## config.mk

```make
export PLATFORM = sky130hd
export DESIGN_NAME = decode_stage
export DESIGN_NICKNAME = d
export VERILOG_FILES = /design/src/rtl/decode_stage_pkg.sv /design/src/rtl/decode_stage_imm_gen.sv /design/src/rtl/decode_stage.sv
export SDC_FILE = /design/constraint.sdc
export NUM_CORES = 1
export LEC_CHECK = 0
export ABC_AREA = 1
export CAP_MARGIN = 10
export CORE_UTILIZATION = 45
export DETAILED_ROUTE_END_ITERATION = 10
export PLACE_DENSITY_LB_ADDON = 0.2
export SYNTH_ARGS = -nofsm -noshare
export SYNTH_HDL_FRONTEND = slang
export SYNTH_SLANG_ARGS = --single-unit
```

## constraint.sdc

```tcl
create_clock -name i_clk -period 2.23 [get_ports i_clk]
set_input_delay 0.3345 -clock i_clk [delete_from_list [all_inputs] [get_ports i_clk]]
set_output_delay 0.3345 -clock i_clk [all_outputs]
set_load 0.05 [all_outputs]
```

## src/rtl/decode_stage_pkg.sv

```systemverilog
// Shared types for the pipelined decode stage.
//   - opcode, pc_sel, reg_wr_sel, ALU operand/operator encodings as used by the
//     single-cycle core
//   - imm_sel: immediate format selector consumed by decode_stage_imm_gen
//   - OPC_R funct7 constants
//   - ctrl_t: decoded control bundle held in the pipeline register
package decode_stage_pkg;

  typedef logic [31:0] instr_t;

  typedef enum logic [6:0] {
    OPC_LUI   = 7'b0110111,
    OPC_AUIPC = 7'b0010111,
    OPC_JAL   = 7'b1101111,
    OPC_JALR  = 7'b1100111,
    OPC_B     = 7'b1100011,
    OPC_LOAD  = 7'b0000011,
    OPC_S     = 7'b0100011,
    OPC_I     = 7'b0010011,
    OPC_R     = 7'b0110011
  } opcode_t;

  typedef enum logic [1:0] {
    PC_INCR    = 2'd0,
    PC_IMM_OFF = 2'd1,
    PC_ALU_OUT = 2'd2
  } pc_sel_t;

  typedef enum logic [1:0] {
    REG_WR_ALU_OUT = 2'd0,
    REG_WR_MEM     = 2'd1,
    REG_WR_PC_INCR = 2'd2,
    REG_WR_IMM     = 2'd3
  } reg_wr_sel_t;

  typedef enum logic {
    ALU_OPND_1_RS1 = 1'b0,
    ALU_OPND_1_PC  = 1'b1
  } alu_opnd_1_sel_t;

  typedef enum logic {
    ALU_OPND_2_RS2 = 1'b0,
    ALU_OPND_2_IMM = 1'b1
  } alu_opnd_2_sel_t;

  // ALU operator is {alt, funct3}; branches reuse SUB/SLT/SLTU slots as
  // {2'b10, funct3[2:1]}, so it is kept as a plain vector.
  typedef logic [3:0] alu_optr_t;
  localparam alu_optr_t ALU_ADD = 4'b0000;

  typedef enum logic [2:0] {
    IMM_I       = 3'd0,
    IMM_I_SHIFT = 3'd1,
    IMM_S       = 3'd2,
    IMM_B       = 3'd3,
    IMM_U       = 3'd4,
    IMM_JAL     = 3'd5
  } imm_sel_t;

  localparam logic [6:0] F7_BASE   = 7'b0000000;
  localparam logic [6:0] F7_ALT    = 7'b0100000;
  localparam logic [6:0] F7_MULDIV = 7'b0000001;

  typedef struct packed {
    pc_sel_t         pc_sel;
    logic            is_branch;
    logic            br_pol;
    reg_wr_sel_t     reg_wr_sel;
    logic            reg_wr_en;
    logic [4:0]      rd;
    logic [4:0]      rs1;
    logic [4:0]      rs2;
    alu_opnd_1_sel_t alu_opnd_1_sel;
    alu_opnd_2_sel_t alu_opnd_2_sel;
    alu_optr_t       alu_optr;
    logic            md_en;
    logic [2:0]      md_op;
    logic            is_load;
    logic            mem_wr_en;
    logic            illegal;
  } ctrl_t;

  // Only these formats actually read rs2; others carry immediate bits there.
  function automatic logic opc_uses_rs2(input logic [6:0] opc);
    return (opc == OPC_R) || (opc == OPC_S) || (opc == OPC_B);
  endfunction

endpackage

```

## src/rtl/decode_stage_imm_gen.sv

```systemverilog
// Immediate generator: assembles the immediate for the selected format and
// sign-extends it to DATA_WIDTH (shift amounts are zero-extended).
// Ports:
//   instr   - instruction bits [31:7] (opcode bits are not needed here)
//   imm_sel - immediate format
//   imm     - DATA_WIDTH immediate
module decode_stage_imm_gen
  import decode_stage_pkg::*;
#(
  parameter int DATA_WIDTH = 32
) (
  input  logic [31:7]           instr,
  input  imm_sel_t              imm_sel,
  output logic [DATA_WIDTH-1:0] imm
);

  logic [31:0] imm32;

  always_comb begin
    imm32 = '0;
    case (imm_sel)
      IMM_I:       imm32 = {{20{instr[31]}}, instr[31:20]};
      IMM_I_SHIFT: imm32 = {27'd0, instr[24:20]};
      IMM_S:       imm32 = {{20{instr[31]}}, instr[31:25], instr[11:7]};
      IMM_B:       imm32 = {{19{instr[31]}}, instr[31], instr[7], instr[30:25],
                            instr[11:8], 1'b0};
      IMM_U:       imm32 = {instr[31:12], 12'd0};
      IMM_JAL:     imm32 = {{11{instr[31]}}, instr[31], instr[19:12], instr[20],
                            instr[30:21], 1'b0};
      default:     imm32 = '0;
    endcase
  end

  assign imm = DATA_WIDTH'($signed(imm32));

endmodule

```

## src/rtl/decode_stage.sv

```systemverilog
// Registered instruction-decode stage between fetch and execute.
// Decodes RV32I (plus RV32M when SUPPORT_M=1) into control fields and an
// immediate, with valid/ready on both sides, flush, load-use bubble insertion,
// illegal-instruction flagging and a saturating hazard-stall counter.
// Ports:
//   i_clk, i_rst          - clock, synchronous active-high reset
//   i_instr, i_valid      - fetched instruction and its valid
//   o_ready               - instruction accepted this cycle
//   i_ready               - execute accepts the output this cycle
//   i_flush               - kill in-flight and incoming instruction
//   o_valid .. o_illegal  - registered decode result
//   o_stall_cnt           - number of hazard bubbles inserted (saturating)
module decode_stage
  import decode_stage_pkg::*;
#(
  parameter int DATA_WIDTH      = 32,
  parameter int SUPPORT_M       = 0,
  parameter int STALL_CNT_WIDTH = 16
) (
  input  logic                       i_clk,
  input  logic                       i_rst,
  input  instr_t                     i_instr,
  input  logic                       i_valid,
  output logic                       o_ready,
  input  logic                       i_ready,
  input  logic                       i_flush,
  output logic                       o_valid,
  output pc_sel_t                    o_pc_sel,
  output logic                       o_is_branch,
  output logic                       o_br_pol,
  output reg_wr_sel_t                o_reg_wr_sel,
  output logic                       o_reg_wr_en,
  output logic [4:0]                 o_rd,
  output logic [4:0]                 o_rs1,
  output logic [4:0]                 o_rs2,
  output alu_opnd_1_sel_t            o_alu_opnd_1_sel,
  output alu_opnd_2_sel_t            o_alu_opnd_2_sel,
  output alu_optr_t                  o_alu_optr,
  output logic                       o_md_en,
  output logic [2:0]                 o_md_op,
  output logic                       o_is_load,
  output logic                       o_mem_wr_en,
  output logic [DATA_WIDTH-1:0]      o_imm,
  output logic                       o_illegal,
  output logic [STALL_CNT_WIDTH-1:0] o_stall_cnt
);

  logic [6:0] opc;
  logic [2:0] f3;
  logic [6:0] f7;
  logic [4:0] rd;
  logic [4:0] rs1;
  logic [4:0] rs2;

  assign opc = i_instr[6:0];
  assign rd  = i_instr[11:7];
  assign f3  = i_instr[14:12];
  assign rs1 = i_instr[19:15];
  assign rs2 = i_instr[24:20];
  assign f7  = i_instr[31:25];

  ctrl_t                      dec;
  ctrl_t                      ctrl_q;
  imm_sel_t                   imm_sel;
  logic                       legal;
  logic [DATA_WIDTH-1:0]      imm_dec;
  logic [DATA_WIDTH-1:0]      imm_q;
  logic                       valid_q;
  logic [STALL_CNT_WIDTH-1:0] cnt_q;
  logic                       hazard;
  logic                       advance;
  logic                       accept;

  always_comb begin
    dec     = '0;
    dec.rd  = rd;
    dec.rs1 = rs1;
    dec.rs2 = rs2;
    imm_sel = IMM_I;
    legal   = 1'b1;
    case (opc)
      OPC_LUI: begin
        dec.reg_wr_en  = 1'b1;
        dec.reg_wr_sel = REG_WR_IMM;
        imm_sel        = IMM_U;
      end
      OPC_AUIPC: begin
        dec.reg_wr_en      = 1'b1;
        dec.alu_opnd_1_sel = ALU_OPND_1_PC;
        dec.alu_opnd_2_sel = ALU_OPND_2_IMM;
        imm_sel            = IMM_U;
      end
      OPC_JAL: begin
        dec.reg_wr_en  = 1'b1;
        dec.reg_wr_sel = REG_WR_PC_INCR;
        dec.pc_sel     = PC_IMM_OFF;
        imm_sel        = IMM_JAL;
      end
      OPC_JALR: begin
        dec.reg_wr_en      = 1'b1;
        dec.reg_wr_sel     = REG_WR_PC_INCR;
        dec.pc_sel         = PC_ALU_OUT;
        dec.alu_opnd_2_sel = ALU_OPND_2_IMM;
      end
      OPC_B: begin
        // Execute resolves taken = zero ^ br_pol; pc_sel stays INCR here.
        dec.is_branch = 1'b1;
        dec.br_pol    = f3[2] ^ f3[0];
        dec.alu_optr  = {2'b10, f3[2:1]};
        imm_sel       = IMM_B;
      end
      OPC_LOAD: begin
        dec.is_load        = 1'b1;
        dec.reg_wr_en      = 1'b1;
        dec.reg_wr_sel     = REG_WR_MEM;
        dec.alu_opnd_2_sel = ALU_OPND_2_IMM;
      end
      OPC_S: begin
        dec.mem_wr_en      = 1'b1;
        dec.alu_opnd_2_sel = ALU_OPND_2_IMM;
        imm_sel            = IMM_S;
      end
      OPC_I: begin
        dec.reg_wr_en      = 1'b1;
        dec.alu_opnd_2_sel = ALU_OPND_2_IMM;
        dec.alu_optr       = {(f3 == 3'b101) & f7[5], f3};
        if (f3 == 3'b001 || f3 == 3'b101) imm_sel = IMM_I_SHIFT;
      end
      OPC_R: begin
        dec.reg_wr_en = 1'b1;
        dec.alu_optr  = {f7[5], f3};
        if (f7 == F7_MULDIV) begin
          if (SUPPORT_M != 0) begin
            dec.md_en = 1'b1;
            dec.md_op = f3;
          end else begin
            legal = 1'b0;
          end
        end else if (f7 == F7_ALT) begin
          // Only SUB and SRA have an alternate encoding.
          legal = (f3 == 3'b000) || (f3 == 3'b101);
        end else if (f7 != F7_BASE) begin
          legal = 1'b0;
        end
      end
      default: legal = 1'b0;
    endcase
    if (!legal) begin
      dec         = '0;
      dec.rd      = rd;
      dec.rs1     = rs1;
      dec.rs2     = rs2;
      dec.illegal = 1'b1;
    end
  end

  decode_stage_imm_gen #(
    .DATA_WIDTH(DATA_WIDTH)
  ) u_imm_gen (
    .instr  (i_instr[31:7]),
    .imm_sel(imm_sel),
    .imm    (imm_dec)
  );

  // Load-use: the load in the output register has not produced data yet.
  // rs1 is compared for every opcode; rs2 only where it is a real source.
  assign hazard = valid_q && ctrl_q.is_load && (ctrl_q.rd != 5'd0) && i_valid &&
                  ((rs1 == ctrl_q.rd) || (opc_uses_rs2(opc) && (rs2 == ctrl_q.rd)));
  assign advance = !valid_q || i_ready;
  assign o_ready = advance && !hazard && !i_flush;
  assign accept  = o_ready && i_valid;

  always_ff @(posedge i_clk) begin
    if (i_rst) begin
      valid_q <= 1'b0;
      ctrl_q  <= '0;
      imm_q   <= '0;
      cnt_q   <= '0;
    end else if (i_flush) begin
      valid_q <= 1'b0;
      ctrl_q  <= '0;
      imm_q   <= '0;
    end else if (advance) begin
      valid_q <= accept;
      if (accept) begin
        ctrl_q <= dec;
        imm_q  <= imm_dec;
      end else begin
        ctrl_q <= '0;
        imm_q  <= '0;
      end
      if (hazard && (cnt_q != '1)) cnt_q <= cnt_q + STALL_CNT_WIDTH'(1);
    end
  end

  assign o_valid          = valid_q;
  assign o_pc_sel         = ctrl_q.pc_sel;
  assign o_is_branch      = ctrl_q.is_branch;
  assign o_br_pol         = ctrl_q.br_pol;
  assign o_reg_wr_sel     = ctrl_q.reg_wr_sel;
  assign o_reg_wr_en      = ctrl_q.reg_wr_en;
  assign o_rd             = ctrl_q.rd;
  assign o_rs1            = ctrl_q.rs1;
  assign o_rs2            = ctrl_q.rs2;
  assign o_alu_opnd_1_sel = ctrl_q.alu_opnd_1_sel;
  assign o_alu_opnd_2_sel = ctrl_q.alu_opnd_2_sel;
  assign o_alu_optr       = ctrl_q.alu_optr;
  assign o_md_en          = ctrl_q.md_en;
  assign o_md_op          = ctrl_q.md_op;
  assign o_is_load        = ctrl_q.is_load;
  assign o_mem_wr_en      = ctrl_q.mem_wr_en;
  assign o_illegal        = ctrl_q.illegal;
  assign o_imm            = imm_q;
  assign o_stall_cnt      = cnt_q;

endmodule

```

# Word-level counts from Yosys, hierarchy flattened
# Cells that the tools add are included.
dict set report op_classes {
  addsub 1
  n_reduce_logical 29
  bitwise 3
  n_eq_ne 21
  mux 19
}
# op n
set ops {}
lappend ops {{32-bit one-hot mux with 6 select lines} 1}
lappend ops {{35-bit 2-to-1 mux} 2}
lappend ops {{32-bit 2-to-1 mux} 1}
lappend ops {{7-bit by 6-bit == test with 1-bit output, second input constant} 4}
lappend ops {{7-bit == test, second input constant} 3}
lappend ops {{16-bit by 1-bit adder with 16-bit output, second input constant} 1}
lappend ops {{16-bit != test, second input constant} 1}
lappend ops {{3-bit one-hot mux with 5 select lines} 1}
lappend ops {{7-bit by 5-bit == test with 1-bit output, second input constant} 2}
lappend ops {{4-bit one-hot mux with 3 select lines} 1}
lappend ops {{5-bit == test} 2}
lappend ops {{3-bit == test, second input constant} 3}
lappend ops {{1-bit logical AND} 9}
lappend ops {{1-bit 2-to-1 mux} 9}
lappend ops {{8-bit OR reduction} 1}
lappend ops {{7-bit by 1-bit == test with 1-bit output, second input constant} 1}
lappend ops {{7-bit by 2-bit == test with 1-bit output, second input constant} 1}
lappend ops {{7-bit nonzero test} 1}
lappend ops {{7-bit OR reduction} 1}
lappend ops {{3-bit by 1-bit == test with 1-bit output, second input constant} 2}
lappend ops {{3-bit by 2-bit == test with 1-bit output, second input constant} 2}
lappend ops {{3-bit zero test} 2}
lappend ops {{1-bit logical OR} 6}
lappend ops {{2-bit one-hot mux with 3 select lines} 1}
lappend ops {{other kinds (11)} 15}
dict set report totals {
  regBits 84
  output_inout_bits 85
}

# Longest topological paths before layout
# Gate-level depths: netlist (run 1).
dict set report depth {
  word_depth 11
  mapped_depth 12
  depth_no_buf 12
}

# Cells and area by module
# A second synthesis (run 1) with hierarchy kept.
dict set report unflattened {
  hier_cells 638
  area_unflattened_um2 4340.4
}
# module cells_per_inst instances area_each_um2
set by_module_without_submodules {}
lappend by_module_without_submodules {decode_stage 549 1 3957.5}
lappend by_module_without_submodules {decode_stage_imm_gen 89 1 382.9}

# Worst setup path before layout (run 1)
# No wires, ideal clock.
dict set report synth_timing {
  path_type {register to register}
  startpoint {register cnt_q[0] (netlist: o_stall_cnt[0])}
  endpoint {register cnt_q[10] (netlist: o_stall_cnt[10])}
  setup_time_ns 0.070
  path_stages_with_launch 8
  arrival_time_ns 1.901
  required_ns 2.160
  path_slack_ns 0.259
  path_cell_list {dfxtp_1 -> ha_1 -> and3_1 -> nand4_1 -> nand4_1 -> buf_2 -> nand2_1 -> a21oi_1}
}
dict set report synth_via {
  elab_chain_len 3
}
# item line
set synth_lines {}
lappend synth_lines {{from (decl)} decode_stage.sv:69} ;# logic [STALL_CNT_WIDTH-1:0] cnt_q;
lappend synth_lines {{from (signal assigned)} decode_stage.sv:192} ;# if (hazard && (cnt_q != '1)) cnt_q <= cnt_q + STALL_CNT_WIDTH'(1);
lappend synth_lines {{branches (longest 3 deep; another with 16-bit by 1-bit adder with 16-bit output)} --}
# Parallel ways; which one is timed is not known.
# A chain may end at the register's enable or synchronous reset.

# Worst setup path after layout (run 1)
dict set report layout_timing {
  startpoint {input port i_instr[4]}
  endpoint {output port o_ready}
}
dict set report layout_via {
  elab_chain_len 9
}
# item line
set layout_lines {}
lappend layout_lines {{from (decl)} decode_stage.sv:22} ;# input instr_t i_instr,
lappend layout_lines {{7-bit by 6-bit == test with 1-bit output} decode_stage_pkg.sv:85} ;# return (opc == OPC_R) || (opc == OPC_S) || (opc == OPC_B);
lappend layout_lines {{1-bit logical OR} decode_stage_pkg.sv:85}
lappend layout_lines {{1-bit logical OR (*)} decode_stage_pkg.sv:85}
lappend layout_lines {{1-bit logical AND (*)} decode_stage.sv:168} ;# ((rs1 == ctrl_q.rd) || (opc_uses_rs2(opc) && (rs2 == ctrl_q.rd)));
lappend layout_lines {{1-bit logical OR (*)} decode_stage.sv:168}
lappend layout_lines {{1-bit logical AND (*)} decode_stage.sv:167} ;# assign hazard = valid_q && ctrl_q.is_load && (ctrl_q.rd != 5'd0) && i_valid &&
lappend layout_lines {{1-bit zero test (*)} decode_stage.sv:170} ;# assign o_ready = advance && !hazard && !i_flush;
lappend layout_lines {{1-bit logical AND (*) (2 in series)} decode_stage.sv:170}
lappend layout_lines {{to (decl)} decode_stage.sv:24} ;# output logic o_ready,
# Every way passes the cells marked *; elsewhere a longest branch is shown, timed or not.

==> flow_summary.yaml, run 1 <==
placement:
  port_buffers: 117
  place_area_um2: 5830
  hpwl_mm: 9.78
  gp_congestion: 0.994
floorplan:
  dieHeight_um: 100
  rows: 35
  die_w_um: 100
  design.die.area_um2: 10100
  top_level_ports: 122
  core-area_um2: 9330
  start_util: 0.468
synthesis:
  synth_top_area_cell: "dfxtp_1"
  ys_seq_elements: 80
  synthCells: 667
  synthMuxAreaShare: 0
  synth-compound-area-share: 0.108
  ys_warn_count: 0
  synth-simple-area-share: 0.383
  synth_top_area_frac: 0.367
  synth_top_family_by_area: "simple AND/OR/NAND/NOR gates"
  synth-seq-area-share: 0.367
  synthXorXnorAreaFrac: 0.0381
  syn_area_per_cell_um2: 6.54
  synthAdderAreaFrac: 0.00287
  yosys-top-cells-area: "dfxtp_1 37%, nand2_1 14%, a21oi_1 9.2%"
  syn_area_um2: 4370
  synth_cell_types: 31
status:
  status: "completed"
detailed_routing:
  wl_met1_mm: 6.10
  drt_first_pass_iters: 4
  vias: 4796
  drc: 0
  wl_met2_mm: 6.06
  dr.first_iter.drc_count: 265
  vias_per_cell: 5.13
  wl_met3_um: 759
  wl_per_cell_um: 14.0
  top_layer: "met4"
  ant_nets: 0
  routed_wirelength_mm: 13.1
job:
  drv_cap: 0
worst_setup_path:
  crit_buf_inv: 3
  max_stage_delay_ns: 0.55
  cp_top_family: "buffers and inverters"
  path_cells: "clkdlybuf4s50_1 > nand2_1 > nor2_2 > o21ai_2 > nor2_1 > nand2_1 > nand2_4 > a21oi_4 > buf_6 > buf_12"
  arrival_ns: 1.81
  crit_path_max_fanout: 4
  worstSetupEndpointType: "primary output"
  worst_ep_required_time_ns: 1.90
  crit_top_cell: "nand2_1"
  critical_path_class: "input pin to primary output"
  start_kind: "input pin"
  ff2ff_setup_slack_ns: 0.33
  critPathSlowestCell: "clkdlybuf4s50_1"
global_routing:
  antenna_found_initial: 0
  grt_pass1_wl_mm: 21.1
  grt-ovfl-total: 0
  grt_max_degree: 56
  grt_pass1_vias: 4450
  grtUsageTotal: 0.263
timing:
  setup_viol: 0
  slew_viol_final: 0
  rsz0062_at_grt: "false"
  max_freq_mhz: 466
  tightest_slew_ns: 0.562
  setup-tns-final_ns: 0
  hold_violations: 0
  slew-limit-headroom: 0.624
  fin_crit_ns: 2.15
  period_share: 0.963
  final.setup_skew_ns: 0.0125
  hold_slack_ns: 0.412
cts:
  clkLatencyLatePin_ns: 0.35
  root_buffer: "clkbuf_8"
  cts_sinks: 80
  htreeDepth: 3
  clockBufferDepth: 2
  numCtsBuffers: 9
  cts_tree: "yes"
  cts.clk_slew.worst_paths_ns: 0.09
  hold_buffers: 0
worst_hold_path:
  min_path_type: "input pin to flip-flop"
final_layout:
  drive_gt1_frac: 0.0980
  multi_input_area_um2: 2350
  antenna_cells: 0
  area_growth_syn_to_layout_pct: 38.0
  layout_commonest_cell: "nand2_1"
  final_cell_mix: "166 x nand2_1, 114 x clkdlybuf4s50_1, 82 x nor2_1"
  n_fill_cell: 897
  final_area_um2: 6020
  regArea_um2: 1600
  nets: 839
power_and_ir_drop:
  peakVddDrop_uv: 352
  leakagePower_nw: 2.37
  p_per_area_nw_per_um2: 469
[what timing repair did]
item	CTS	global route
endpoints found under the hold margin	0	0
gates resized for setup	1	5
endpoints found under the setup margin	1	1
setup buffers	0	2
[worst reg2reg max path, stage by stage, from the launching register on]
cell and delay, ns:
dfxtp_1 0.40, nor3_1 0.26, nand3_1 0.09, nand4_1 0.09
inv_1 0.13, a21oi_4 0.19, buf_4 0.35, nand3_1 0.16
a21oi_1 0.16
[through the flow]
stage	power (mW)	setup slack [ns]	instances	utilization
global placement	1.93	0.0277	917	0.625
floorplan	1.74	0.259	670	-
global route	2.94	0.00451	935	0.646
CTS	2.85	0.00628	933	0.643
finish	2.83	0.0818	935	0.646
detailed placement	1.93	-0.0493	917	0.625
[cell usage after synthesis]
library cell / instances
nand2_1: 168
nor2_1: 83
a21oi_1: 80
dfxtp_1: 80
nand3_1: 68
inv_1: 58
nand4_1: 24
nor3_1: 18
clkbuf_1: 17
xor2_1: 10
xnor2_1: 9
o21ai_0: 7
buf_6: 6
buf_2: 5
buf_4: 5
inv_2: 4
nand2_2: 4
buf_1: 3
nor2_4: 3
nand2_4: 2
nand3_2: 2
nor2_2: 2
a21oi_4: 1
and3_1: 1
conb_1: 1
ha_1: 1
nand3b_1: 1
nand4_4: 1
o21a_1: 1
o21ai_1: 1
o21bai_1: 1
[metal layers]
layer	global-route usage	vias up
met5	0	-
met4	0.0825	0
met3	0.0485	15
met2	0.429	145
met1	0.351	2213
li1	-	2423
[cell families (layout without fill, tap and decap cells)]
family / Yosys count / after routing
AOI/OAI and AO/OA: 91 / 91
other: 1 / 4
and+or+nand+nor: 377 / 377
DFF: 80 / 80
buffers and inverters: 98 / 234
xor gates and xnor gates: 19 / 19
adders and majority gates: 1 / 1
[final timing paths]
check                    from          end  cells after the start
setup / recovery   i_instr[4]      o_ready                     10
hold / removal    i_instr[21]     o_rs2[1]                      3
setup reg to reg      o_rd[2]    o_imm[12]                      8
hold reg to reg   o_mem_wr_en  o_mem_wr_en                      2
[final cells by class]
| type | count | area share |
|---|---|---|
| clock buffer | 11 | 0.0218 |
| clock inverter | 5 | 0.00519 |
| inverter | 62 | 0.0386 |
| multi-input combinational | 492 | 0.391 |
| sequential | 80 | 0.266 |
| tap | 129 | 0.0268 |
| timing repair buffer | 156 | 0.251 |
[state kept, by name, summed over array words and instances, names as in the netlist, 2 cells and up]
| name | count |
|---|---|
| o_rs1 | 5 |
| o_stall_cnt | 16 |
| o_imm | 32 |
| o_rs2 | 5 |
| o_rd | 5 |
| o_reg_wr_sel | 2 |
| o_pc_sel | 2 |
| o_alu_optr | 4 |
[power by group]
group / switching (mW) / internal, mW
Combinational: 0.279 / 0.172
Clock: 0.518 / 0.403
Sequential: 0.0119 / 1.44
Total: 0.810 / 2.02
No activity file was read; power rests on OpenSTA's default activity.
==> inputs of run 2 (changes only) <==
--- a/config.mk
+++ b/config.mk
@@ -5,11 +5,12 @@
 export SDC_FILE = /design/constraint.sdc
 export NUM_CORES = 1
 export LEC_CHECK = 0
-export ABC_AREA = 1
+export ABC_AREA = 0
 export CAP_MARGIN = 10
 export CORE_UTILIZATION = 45
 export DETAILED_ROUTE_END_ITERATION = 10
 export PLACE_DENSITY_LB_ADDON = 0.2
+export REMOVE_ABC_BUFFERS = 1
 export SYNTH_ARGS = -nofsm -noshare
 export SYNTH_HDL_FRONTEND = slang
 export SYNTH_SLANG_ARGS = --single-unit
==> run 2 against run 1 <==
Sequential power about the same. Worst hold slack gained 0.046 ns. Clock skew shrank 0.0042 ns. Synthesized cell count decreased by 38%. Final cell count down 27%. Synthesized area down 17%. Fmax shrank 3.1%. Sequential share of layout area up 2.6 points. Power rose by 3.6%. Combinational power fell by 14%. Clock power rose by 18%. Register-to-register slack got worse by 0.21 ns. Largest cell class unchanged.
==> flow_summary.yaml, run 2 <==
status:
  status: "completed"
timing:
  rsz0062_at_grt: "true"
  fin_crit_ns: 2.22
  final.setup_skew_ns: 0.00833
  period_share: 0.994
  setup_viol: 0
  hold_violations: 0
  slew_viol_final: 0
  max_freq_mhz: 451
  tightest_slew_ns: 0.548
  slew-limit-headroom: 0.633
worst_setup_path:
  crit_path_max_fanout: 4
  arrival_ns: 1.88
  r2r_start: "o_rd[1]"
  start_kind: "flip-flop"
  critical_path_class: "flip-flop to primary output"
  worstSetupEndpointType: "primary output"
  worst_ep_required_time_ns: 1.90
  crit_start: "o_rd[1]"
cts:
  root_buffer: "clkbuf_8"
  clockBufferDepth: 2
  clkLatencyLatePin_ns: 0.34
  cts.clk_slew.worst_paths_ns: 0.08
  cts_tree: "yes"
  cts_sinks: 80
  htreeDepth: 3
  numCtsBuffers: 9
power_and_ir_drop:
  power.internal_mw: 2.19
  sw_frac_of_total: 0.252
  p_total_mw: 2.93
  p_per_area_nw_per_um2: 533
  clkPwrFrac: 0.371
  peakVddDrop_uv: 393
  comb_power_share: 0.133
  p_seq_frac: 0.496
  leakagePower_nw: 2.02
  switchingPower_mw: 0.738
global_routing:
  grt-ovfl-total: 0
  grt_max_degree: 36
  grtUsageTotal: 0.258
  grt_pass1_wl_mm: 17.4
  antenna_found_initial: 0
  grt_pass1_vias: 3611
floorplan:
  design.die.area_um2: 8410
  dieHeight_um: 91.7
  rows: 32
  core-area_um2: 7770
  start_util: 0.466
  top_level_ports: 122
  die_w_um: 91.7
synthesis:
  yosys-top-cells-area: "dfxtp_1 44%, o21ai_0 5.8%, a21oi_1 5.1%"
  ys_seq_elements: 80
  synth_cell_types: 55
  ys_warn_count: 0
  syn_area_um2: 3620
  synth_top_area_frac: 0.442
  yosys-top-cells-count: "80 x dfxtp_1, 47 x nand2_1, 42 x o21ai_0"
  synthCells: 414
  synth_top_area_cell: "dfxtp_1"
  syn_area_per_cell_um2: 8.75
  synth-seq-area-share: 0.442
  synthArstFlopShare: 0
  synth_edf_count: 0
  synth_most_common_cell: "dfxtp_1"
  synth_flop_cell: "dfxtp_1"
detailed_routing:
  drt_first_pass_iters: 4
  dr.first_iter.drc_count: 170
  routed_wirelength_mm: 10.8
  ant_nets: 0
  drc: 0
  vias: 3800
  vias_per_cell: 5.58
  wl_per_cell_um: 15.8
final_layout:
  largest_reg_flops: 32
  area_growth_syn_to_layout_pct: 51.7
  final_cell_mix: "115 x clkdlybuf4s50_1, 80 x dfxtp_1, 58 x buf_4"
  final_area_um2: 5500
  nets: 612
  drive_gt1_frac: 0.169
  antenna_cells: 0
  layout_commonest_cell: "clkdlybuf4s50_1"
worst_hold_path:
  hold_start: "o_imm[3]"
  min_path_type: "flip-flop to flip-flop"
placement:
  port_buffers: 117
  place_area_um2: 5230
  gp_congestion: 0.885
  hpwl_mm: 7.76
job:
  drv_cap: 0
==> run 2: cell types whose count changed after synthesis, moves of 16 or more <==
cell,previous run,this run
inv_1,58,3
nand4_1,24,8
a21oi_1,80,37
nor2_1,83,23
o21ai_0,7,42
nand3_1,68,14
nand2_1,168,47
a22o_1,0,16
==> run 2: worst paths after layout <==
| check | endpoint | slack [ns] | cells after the start |
|---|---|---|---|
| setup / recovery | o_ready | 0.01 | 6 |
| hold reg to reg | o_imm[3] | 0.46 | 2 |
| setup reg to reg | o_alu_optr[3] | 0.12 | 6 |
| hold / removal | o_imm[3] | 0.46 | 2 |
==> run 2: layer usage <==
layer | share of wire | routed length [um] | global-route usage | vias to the layer above
li1 | - | - | - | 1839
met5 | 0 | 0 | 0 | -
met4 | 0.011 | 123 | 0.0885 | 0
met2 | 0.47 | 5090 | 0.425 | 138
met1 | 0.45 | 4830 | 0.333 | 1807
met3 | 0.068 | 728 | 0.0605 | 16
==> run 2: power by group through the flow <==
stage / clock, mW / combinational, mW / sequential, mW
after floorplan: 0 / 0.111 / 1.54
after global placement: 0 / 0.376 / 1.49
after detailed placement: 0 / 0.380 / 1.49
after CTS: 1.10 / 0.383 / 1.45
after global routing: 1.17 / 0.415 / 1.45
final: 1.09 / 0.389 / 1.45
==> run 2: repair_timing <==
item                                    in CTS  in global routing
endpoints found under the setup margin       8                 19
resized for setup                            4                  9
pin swaps                                    0                  3
hold buffers                                 0                  0
setup buffers                                0                  2
==> run 2: through the flow <==
stage                     TNS [ns]  instances  hold slack (ns)   util  setup slack [ns]
after floorplan             -48.93        386            0.404      -            -0.877
after global placement      -10.34        663            0.434  0.673            -0.324
after detailed placement    -13.83        663            0.446  0.673            -0.403
after CTS                  -0.0271        679            0.464  0.701           -0.0271
after global routing       -0.0454        681            0.487  0.707           -0.0454
final                            0        681            0.458  0.707            0.0123
==> run 2: area by class of cell <==
| cell class | count | area [um2] |
|---|---|---|
| Clock buffer | 13 | 159 |
| Clock inverter | 3 | 40.0 |
| Fill cell | 658 | 2270 |
| Inverter | 3 | 11.3 |
| Multi-Input combinational cell | 303 | 1910 |
| Sequential cell | 80 | 1600 |
| Tap cell | 102 | 128 |
| Timing Repair Buffer | 177 | 1650 |
==> run 2: critical path, stage by stage, from the launching register on <==
cell and delay (ns):
dfxtp_1 0.31, or4_4 0.53, o2111ai_2 0.22, a21oi_1 0.06, buf_4 0.16, nor2_4 0.09, buf_6 0.16
==> run 2: logic make-up (layout without fill, tap and decap cells) <==
kind of cell               after synthesis  in the layout  synth area share
and+or+nand+nor                        148            148             0.222
AOI/OAI and AO/OA                      134            134             0.240
DFF                                     80             80             0.442
buffers and inverters                   34            196            0.0490
xor gates and xnor gates                12             12            0.0290
muxes                                    4              4            0.0124
adders and majority gates                1              1           0.00345
other                                    1              4           0.00104
